--- src/rtl/fetch_unit_pkg.sv ---
// Shared widths, constants and types for the instruction-fetch stage.
package fetch_unit_pkg;

  localparam int unsigned XLEN = 32;
  localparam int unsigned ILEN = 32;
  localparam logic [ILEN-1:0] NOP_INSTR = 32'h0000_0013;

  typedef enum logic [1:0] {
    ST_ISSUE   = 2'd0,
    ST_WAIT    = 2'd1,
    ST_DISCARD = 2'd2
  } fetch_state_e;

  // Returned instruction paired with the PC it was fetched from
  typedef struct packed {
    logic [XLEN-1:0] pc;
    logic [ILEN-1:0] instr;
  } fetch_pkt_t;

endpackage

--- src/rtl/fetch_unit_if_id_reg.sv ---
// IF/ID pipeline register plus a one-entry skid that catches a response
// arriving while decode is stalled.
module fetch_unit_if_id_reg
  import fetch_unit_pkg::*;
(
  input  logic            clk,
  input  logic            reset,
  input  logic            flush_i,
  input  logic            stall_i,
  input  logic            rsp_valid_i,
  input  fetch_pkt_t      rsp_i,
  output logic            skid_valid_o,
  output logic            if_id_valid_o,
  output logic [XLEN-1:0] if_id_pc_o,
  output logic [XLEN-1:0] if_id_pc_plus4_o,
  output logic [ILEN-1:0] if_id_instr_o
);

  logic            valid_q, valid_d;
  logic [XLEN-1:0] pc_q, pc_d;
  logic [XLEN-1:0] pc4_q, pc4_d;
  logic [ILEN-1:0] instr_q, instr_d;
  logic            skid_valid_q, skid_valid_d;
  fetch_pkt_t      skid_q, skid_d;

  // Priority: flush, stalled hold, skid drain, fresh response, bubble
  always_comb begin
    valid_d      = valid_q;
    pc_d         = pc_q;
    pc4_d        = pc4_q;
    instr_d      = instr_q;
    skid_valid_d = skid_valid_q;
    skid_d       = skid_q;
    if (flush_i) begin
      valid_d      = 1'b0;
      instr_d      = NOP_INSTR;
      skid_valid_d = 1'b0;
    end else if (valid_q && stall_i) begin
      if (rsp_valid_i) begin
        skid_valid_d = 1'b1;
        skid_d       = rsp_i;
      end
    end else if (skid_valid_q) begin
      valid_d      = 1'b1;
      pc_d         = skid_q.pc;
      pc4_d        = skid_q.pc + XLEN'(4);
      instr_d      = skid_q.instr;
      skid_valid_d = 1'b0;
    end else if (rsp_valid_i) begin
      valid_d = 1'b1;
      pc_d    = rsp_i.pc;
      pc4_d   = rsp_i.pc + XLEN'(4);
      instr_d = rsp_i.instr;
    end else begin
      valid_d = 1'b0;
      instr_d = NOP_INSTR;
    end
  end

  always_ff @(posedge clk or posedge reset) begin
    if (reset) begin
      valid_q      <= 1'b0;
      pc_q         <= '0;
      pc4_q        <= XLEN'(4);
      instr_q      <= NOP_INSTR;
      skid_valid_q <= 1'b0;
      skid_q       <= '0;
    end else begin
      valid_q      <= valid_d;
      pc_q         <= pc_d;
      pc4_q        <= pc4_d;
      instr_q      <= instr_d;
      skid_valid_q <= skid_valid_d;
      skid_q       <= skid_d;
    end
  end

  assign skid_valid_o     = skid_valid_q;
  assign if_id_valid_o    = valid_q;
  assign if_id_pc_o       = pc_q;
  assign if_id_pc_plus4_o = pc4_q;
  assign if_id_instr_o    = instr_q;

endmodule

--- src/rtl/fetch_unit.sv ---
// Instruction-fetch stage: one outstanding imem request, next-PC selection,
// and delivery into the IF/ID register.
module fetch_unit
  import fetch_unit_pkg::*;
(
  input  logic            clk,
  input  logic            reset,
  input  logic [XLEN-1:0] pc_cur,
  output logic [XLEN-1:0] pc_next,
  output logic            imem_req_valid,
  input  logic            imem_req_ready,
  output logic [XLEN-1:0] imem_req_addr,
  input  logic            imem_rsp_valid,
  input  logic [ILEN-1:0] imem_rsp_data,
  input  logic            redirect_valid,
  input  logic [XLEN-1:0] redirect_pc,
  input  logic            stall_id,
  output logic            if_id_valid,
  output logic [XLEN-1:0] if_id_pc,
  output logic [XLEN-1:0] if_id_pc_plus4,
  output logic [ILEN-1:0] if_id_instr
);

  fetch_state_e    state_q, state_d;
  logic [XLEN-1:0] tag_q;
  logic            req_valid_c;
  logic            fire_c;
  logic            rsp_accept_c;
  logic            skid_valid;
  fetch_pkt_t      rsp_pkt;
  logic            unused_redirect_lsb;

  assign unused_redirect_lsb = ^redirect_pc[1:0];

  // Fetch FSM: issue, wait for the response, or swallow a stale one
  always_comb begin
    state_d      = state_q;
    req_valid_c  = 1'b0;
    rsp_accept_c = 1'b0;
    case (state_q)
      ST_ISSUE: begin
        req_valid_c = !skid_valid;
        if (req_valid_c && imem_req_ready) begin
          state_d = redirect_valid ? ST_DISCARD : ST_WAIT;
        end
      end
      ST_WAIT: begin
        if (imem_rsp_valid) begin
          state_d      = ST_ISSUE;
          rsp_accept_c = !redirect_valid;
        end else if (redirect_valid) begin
          state_d = ST_DISCARD;
        end
      end
      ST_DISCARD: begin
        if (imem_rsp_valid) begin
          state_d = ST_ISSUE;
        end
      end
      default: state_d = ST_ISSUE;
    endcase
  end

  assign fire_c         = req_valid_c && imem_req_ready;
  assign imem_req_valid = req_valid_c;
  assign imem_req_addr  = pc_cur;

  always_comb begin
    pc_next = pc_cur;
    if (redirect_valid) begin
      pc_next = {redirect_pc[XLEN-1:2], 2'b00};
    end else if (fire_c) begin
      pc_next = pc_cur + XLEN'(4);
    end
  end

  // Tag remembers which PC the outstanding request belongs to
  always_ff @(posedge clk or posedge reset) begin
    if (reset) begin
      state_q <= ST_ISSUE;
      tag_q   <= '0;
    end else begin
      state_q <= state_d;
      if (fire_c) begin
        tag_q <= pc_cur;
      end
    end
  end

  assign rsp_pkt.pc    = tag_q;
  assign rsp_pkt.instr = imem_rsp_data;

  fetch_unit_if_id_reg u_if_id_reg (
    .clk              (clk),
    .reset            (reset),
    .flush_i          (redirect_valid),
    .stall_i          (stall_id),
    .rsp_valid_i      (rsp_accept_c),
    .rsp_i            (rsp_pkt),
    .skid_valid_o     (skid_valid),
    .if_id_valid_o    (if_id_valid),
    .if_id_pc_o       (if_id_pc),
    .if_id_pc_plus4_o (if_id_pc_plus4),
    .if_id_instr_o    (if_id_instr)
  );

endmodule

--- config.mk ---
export PLATFORM = sky130hd
export DESIGN_NAME = fetch_unit
export DESIGN_NICKNAME = d
export VERILOG_FILES = /design/src/rtl/fetch_unit_pkg.sv /design/src/rtl/fetch_unit_if_id_reg.sv /design/src/rtl/fetch_unit.sv
export SDC_FILE = /design/constraint.sdc
export NUM_CORES = 1
export LEC_CHECK = 0
export BUFFER_PORTS_ARGS = -buffer_cell sky130_fd_sc_hd__buf_2
export CAP_MARGIN = 40
export CORE_ASPECT_RATIO = 1.4
export CORE_MARGIN = 8
export CORE_UTILIZATION = 55
export DETAILED_ROUTE_END_ITERATION = 8
export GPL_TIMING_DRIVEN = 1
export PLACE_DENSITY = 0.95
export SLEW_MARGIN = 30
export SYNTH_ARGS = -nofsm -noshare
export SYNTH_HDL_FRONTEND = slang
export SYNTH_SLANG_ARGS = --single-unit
--- constraint.sdc ---
create_clock -name clk -period 9.6 [get_ports clk]
set_input_delay 0.96 -clock clk [delete_from_list [all_inputs] [get_ports clk]]
set_output_delay 0.96 -clock clk [all_outputs]
set_load 0.005 [all_outputs]
; Yosys cells after proc, flatten, opt, wreduce, memory -nomap -nowiden
; Index checks and enable logic that the tools add are counted.
[word_totals]
regBits = 196
out_inout_bits = 162
elab_cells = 57
[op_classes]
addsub = 3
n_eq_ne = 7
muxes = 26
bitwise_logic = 2
reduce_logical = 10
[ops]
columns = cell, n
row1 = two-way mux 32 bit, 10
row2 = "adder 32 x 3 -> 32 bit, second input constant", 3
row3 = two-way mux 1 bit, 10
row4 = two-way mux 2 bit, 5
row5 = AND reduction 3 bit, 3
row6 = "inequality test 2 bit, second input constant", 3
row7 = "inequality test 3 bit, second input constant", 2
row8 = case mux 2 bit (3 select lines), 1
row9 = logical AND 1 bit, 3
row10 = "== test 2 x 1 -> 1 bit, second input constant", 1
row11 = "== test 2 bit, second input constant", 1
row12 = zero test 1 bit, 2
row13 = zero test 2 bit, 1
row14 = NOT 1 bit, 2
row15 = nonzero test 2 bit, 1

; Longest topological paths before layout
[depth]
word_depth = 7
mapped_depth = 10
depth_no_buf = 6

; Cells and area by module
; A second synthesis with hierarchy kept.
[hier_totals]
hier_cells = 1072
area_unflattened_um2 = 10109.7
[modules_own_cells]
columns = module, instances, cells_each, area_per_inst_um2, seq_area_each_um2
row1 = fetch_unit_if_id_reg, 1, 705, 7459.7, 4008.8
row2 = fetch_unit, 1, 367, 2650.0, 850.8

; Worst setup path after synthesis
; No wires, ideal clock.
[synth_timing]
kind = input port to output port
start = input port imem_req_ready
end = output port pc_next[25]
arrival_ns = 2.322
setup_slack_ns = 6.318
stages = 6
path_cell_list = or4b_4 -> nor4_4 -> buf_6 -> nand4_1 -> xor2_1 -> o21ai_1
[synth_via]
elab_chain_len = 3
[synth_rtl]
columns = item, line
row1 = from (decl), fetch_unit.sv:11  ; input logic imem_req_ready,
row2 = logical AND 1 bit, fetch_unit.sv:64  ; assign fire_c = req_valid_c && imem_req_ready;
row3 = two-way mux 32 bit, fetch_unit.sv:72  ; end else if (fire_c) begin
row4 = two-way mux 32 bit, fetch_unit.sv:70  ; if (redirect_valid) begin
row5 = to (decl), fetch_unit.sv:9  ; output logic [XLEN-1:0] pc_next,
; No other way between the ends.

; Final worst setup path
[layout_timing]
start = register u_if_id_reg.skid_valid_q, in the netlist u_if_id_reg.skid_valid_o
end = output port pc_next[19]
[layout_via]
elab_chain_len = 5
[layout_rtl]
columns = item, line
row1 = from (decl), fetch_unit_if_id_reg.sv:23  ; logic skid_valid_q, skid_valid_d;
row2 = from (signal assigned), fetch_unit_if_id_reg.sv:73  ; skid_valid_q <= skid_valid_d;
row3 = zero test 1 bit, fetch_unit.sv:42  ; req_valid_c = !skid_valid;
row4 = two-way mux 1 bit, fetch_unit.sv:40  ; case (state_q)
row5 = logical AND 1 bit, fetch_unit.sv:64
row6 = two-way mux 32 bit, fetch_unit.sv:72
row7 = two-way mux 32 bit, fetch_unit.sv:70
; No other way between the ends.

==> results by group <==
GRT
  • First-pass GRT wire length: 42600 um
  • Largest net degree at the start of global routing: between 100 and 150
  • Grt total ovfl: 0
  • Number of global-route vias before repair: 8507
  • Initial antenna violation count: 2
  • Total Routing Usage GR: 23.6%

Synth
  • Combinational family with the most area after synthesis: simple AND/OR/NAND/NOR gates
  • Compound-Gate Fraction of Synth Area: around an eighth
  • Synth Area in XOR/XNOR: about 4.2%
  • Synth top area share: about half
  • Most used flip-flop cell after synthesis: dfrtp_1
  • Synth Register Bits: between 150 and 200
  • Ys async rst share: 100%
  • Yosys top cell by area: dfrtp_1
  • Post-Syn Nets: 1094
  • Post-synthesis adder-cell area fraction: 0.255%
  • Seq/Total Area, Yosys: around half
  • Avg Cell Area, Syn: about 10 um2
  • Most numerous cell in the Yosys netlist: nand2_1
  • Area contributors post-synth: dfrtp_1 (49%), nand2_1 (8.7%), mux2_2 (7.9%)
  • Netlist Area Pre-Place: 9800 um2
  • Post-Synth Simple-Gate Area: between 10% and 20%
  • Mux contribution to synthesized area: a little under an eighth
  • Synth cell types: 56
  • Post-synth EDFFs: 0
  • Yosys Warn Count: 0
  • Most frequent cells after synthesis: nand2_1 (226), dfrtp_1 (190), o21ai_0 (99), mux2_2 (69), buf_4 (37)
  • Synth Instances: 990

Layout
  • NumNets Final: between 1000 and 1500
  • Synth-to-layout area growth: 19.3%
  • Share of layout cells above drive strength 1: 33.6%

Floorplan
  • Core Box Area: around 17000 um2
  • Initial core utilization: roughly 56%
  • Die width: approximately 130 um
  • Die area: around 22000 um2
  • Rows: between 50 and 60
  • Boundary Pins: ~260
  • Die Height: between 150 and 200 um

Run status
  • Outcome: complete, no violations

Power
  • Switch share: around 33%
  • Clock power share: roughly 31%
  • P per Cell Area: 204 nW/um2
  • Tot Pwr: 2390 uW
  • Switching power total: between 700 and 800 uW
  • Seq pwr share: a little under half
  • LEAKAGE: between 0.005 and 0.006 uW
  • Internal power: approximately 1600 uW
  • VDD IR max: 121 uV
  • Combinational Power Share: 23.0%

STA
  • Max Clock Freq: about 230 MHz
  • Final period util: ~46%
  • Final setup violation count: 0
  • Worst slew pin tran: 0.713 ns
  • Fin Setup TNS: 0 ns
  • Worst clock skew: 0.0165 ns
  • Final Max Slew Viols: 0
  • Min Tclk post-route: around 4.4 ns
  • Final hold vios: 0
  • RSZ-0062 raised after global routing: no
  • Worst rel slew slack: between 50% and 60%

Placement
  • IO buf count: roughly 260
  • Routability congestion estimate: 0.807
  • Post-DP HPWL: about 19000 um

Setup path
  • Worst reg2reg path depth: 6
  • Critical path endpoint category: output port
  • Crit path from: u_if_id_reg.skid_valid_o$_DFFE_PP0P_
  • Crit Path Max Fanout: 42
  • Arr. time, crit path: about 3.4 ns
  • Crit start category: register
  • Reg-to-reg critical path startpoint: u_if_id_reg.skid_valid_o$_DFFE_PP0P_
  • Worst EP required: between 8 and 9 ns
  • Crit Path Class: reg2out

Clock tree
  • Htree depth: 4
  • CTS root buf: clkbuf_16
  • CTS tree: built
  • Clock transition at path regs: approximately 0.08 ns
  • Postcts setup bufs: 0
  • Clk buf depth: 2
  • # hold bufs at CTS: 0
  • CTS Sinks: around 190
  • CTS resizes: 0
  • CTS Buf Count: 17
  • Worst skew pair latency: approximately 0.43 ns

Detailed routing
  • Final ANT Viol Nets: 0
  • WL final: 26700 um
  • Via-to-Cell Ratio: 5.69
  • Detailed Routing Iterations Pass 1: 8
  • Via count: about 8200
  • Per-cell routed wire length: between 15 and 20 um
  • DRC Markers: 0
  • Iter 0 DRT Violations: roughly 630

Min path
  • Hold Crit Class: in2async

Run
  • Max capacitance violation total: 0
[path summary, 6_finish.rpt]
check / endpoint / slack [ns]
setup / recovery: pc_next[19] / 5.22
hold / removal: u_if_id_reg.if_id_pc_o[12]$_DFFE_PP0P_ / 0.45
setup reg to reg: u_if_id_reg.if_id_pc_plus4_o[31]$_DFFE_PP0P_ / 6.37
hold reg to reg: u_if_id_reg.if_id_pc_plus4_o[14]$_DFFE_PP0P_ / 0.48
max in group asynchronous: u_if_id_reg.if_id_instr_o[3]$_DFFE_PP0N_ / 8.25
min in group clk: u_if_id_reg.if_id_pc_plus4_o[14]$_DFFE_PP0P_ / 0.48
[per-stage QoR]
step           util, %  hold slack, ns  instance area, um2  worst slack, ns  cells
6_report          67.2           0.449               11700             5.22   1436
5_1_grt           67.2           0.449               11700             5.05   1436
4_1_cts           67.0           0.481               11700             5.17   1433
3_5_place_dp      63.4           0.461               11000             5.43   1401
3_3_place_gp      62.7           0.455               10900             5.44   1395
2_1_floorplan        -           0.461                9800             3.36    990
[per-layer routing]
metal  track usage [%]  part of all wire, %  vias up
met5                 0                    0        -
met4              13.3                  4.5        0
met3              4.38                  6.0       85
met2              39.7                   50      381
met1              27.4                   40     3892
li1                  -                    -     3808
[registers in the layout (all words and copies together), names as in the netlist]
signal / flops
tag_q: 32
u_if_id_reg.if_id_valid_o: 1
u_if_id_reg.skid_q: 64
u_if_id_reg.if_id_pc_o: 30
u_if_id_reg.if_id_pc_plus4_o: 32
u_if_id_reg.skid_valid_o: 1
u_if_id_reg.if_id_instr_o: 32
state_q: 2
[placed cells by master (no fill, tap or decap), drive strengths merged, types with 9 or more instances in the layout]
master,n
nand2,226
dfrtp,190
nor4,10
nand3,29
inv,20
mux2,69
o21ai,116
mux2i,34
clkbuf,18
buf,274
xor2,27
xnor2,20
nand4,20
a22oi,31
a21oi,9
nor2,19
[power groups by stage]
stage | logic (uW) | clock network [uW] | registers (uW)
after floorplan | 268 | 0 | 1110
after global placement | 516 | 0 | 1100
after CTS | 553 | 737 | 1100
after detailed placement | 543 | 0 | 1120
final | 549 | 730 | 1110
after global routing | 608 | 769 | 1130
[worst max-delay path, stage by stage (launching register included)]
cell and delay (ns):
dfrtp_4 0.70, or4b_4 0.85, nor4_4 0.73, nand3_1 0.17
xnor2_1 0.15, mux2_2 0.25, buf_2 0.13
[kinds of logic after synthesis]
| family | count (synthesis) |
|---|---|
| DFF | 194 |
| muxes | 103 |
| and+or+nand+nor | 347 |
| AOI/OAI and AO/OA | 190 |
| buffers and inverters | 107 |
| xor gates and xnor gates | 47 |
| adders and majority gates | 2 |
[cell type report]
cell class / instances / area (um2)
flip-flops and latches: 194 / 4860
inverters: 9 / 41.3
multi-input cells: 689 / 4380
diodes: 2 / 5.00
repair buffers: 274 / 1490
fillers: 1277 / 5720
clock inverters: 14 / 174
clock buffers: 18 / 439
well taps: 236 / 295
(Power assumes the default switching activity.)
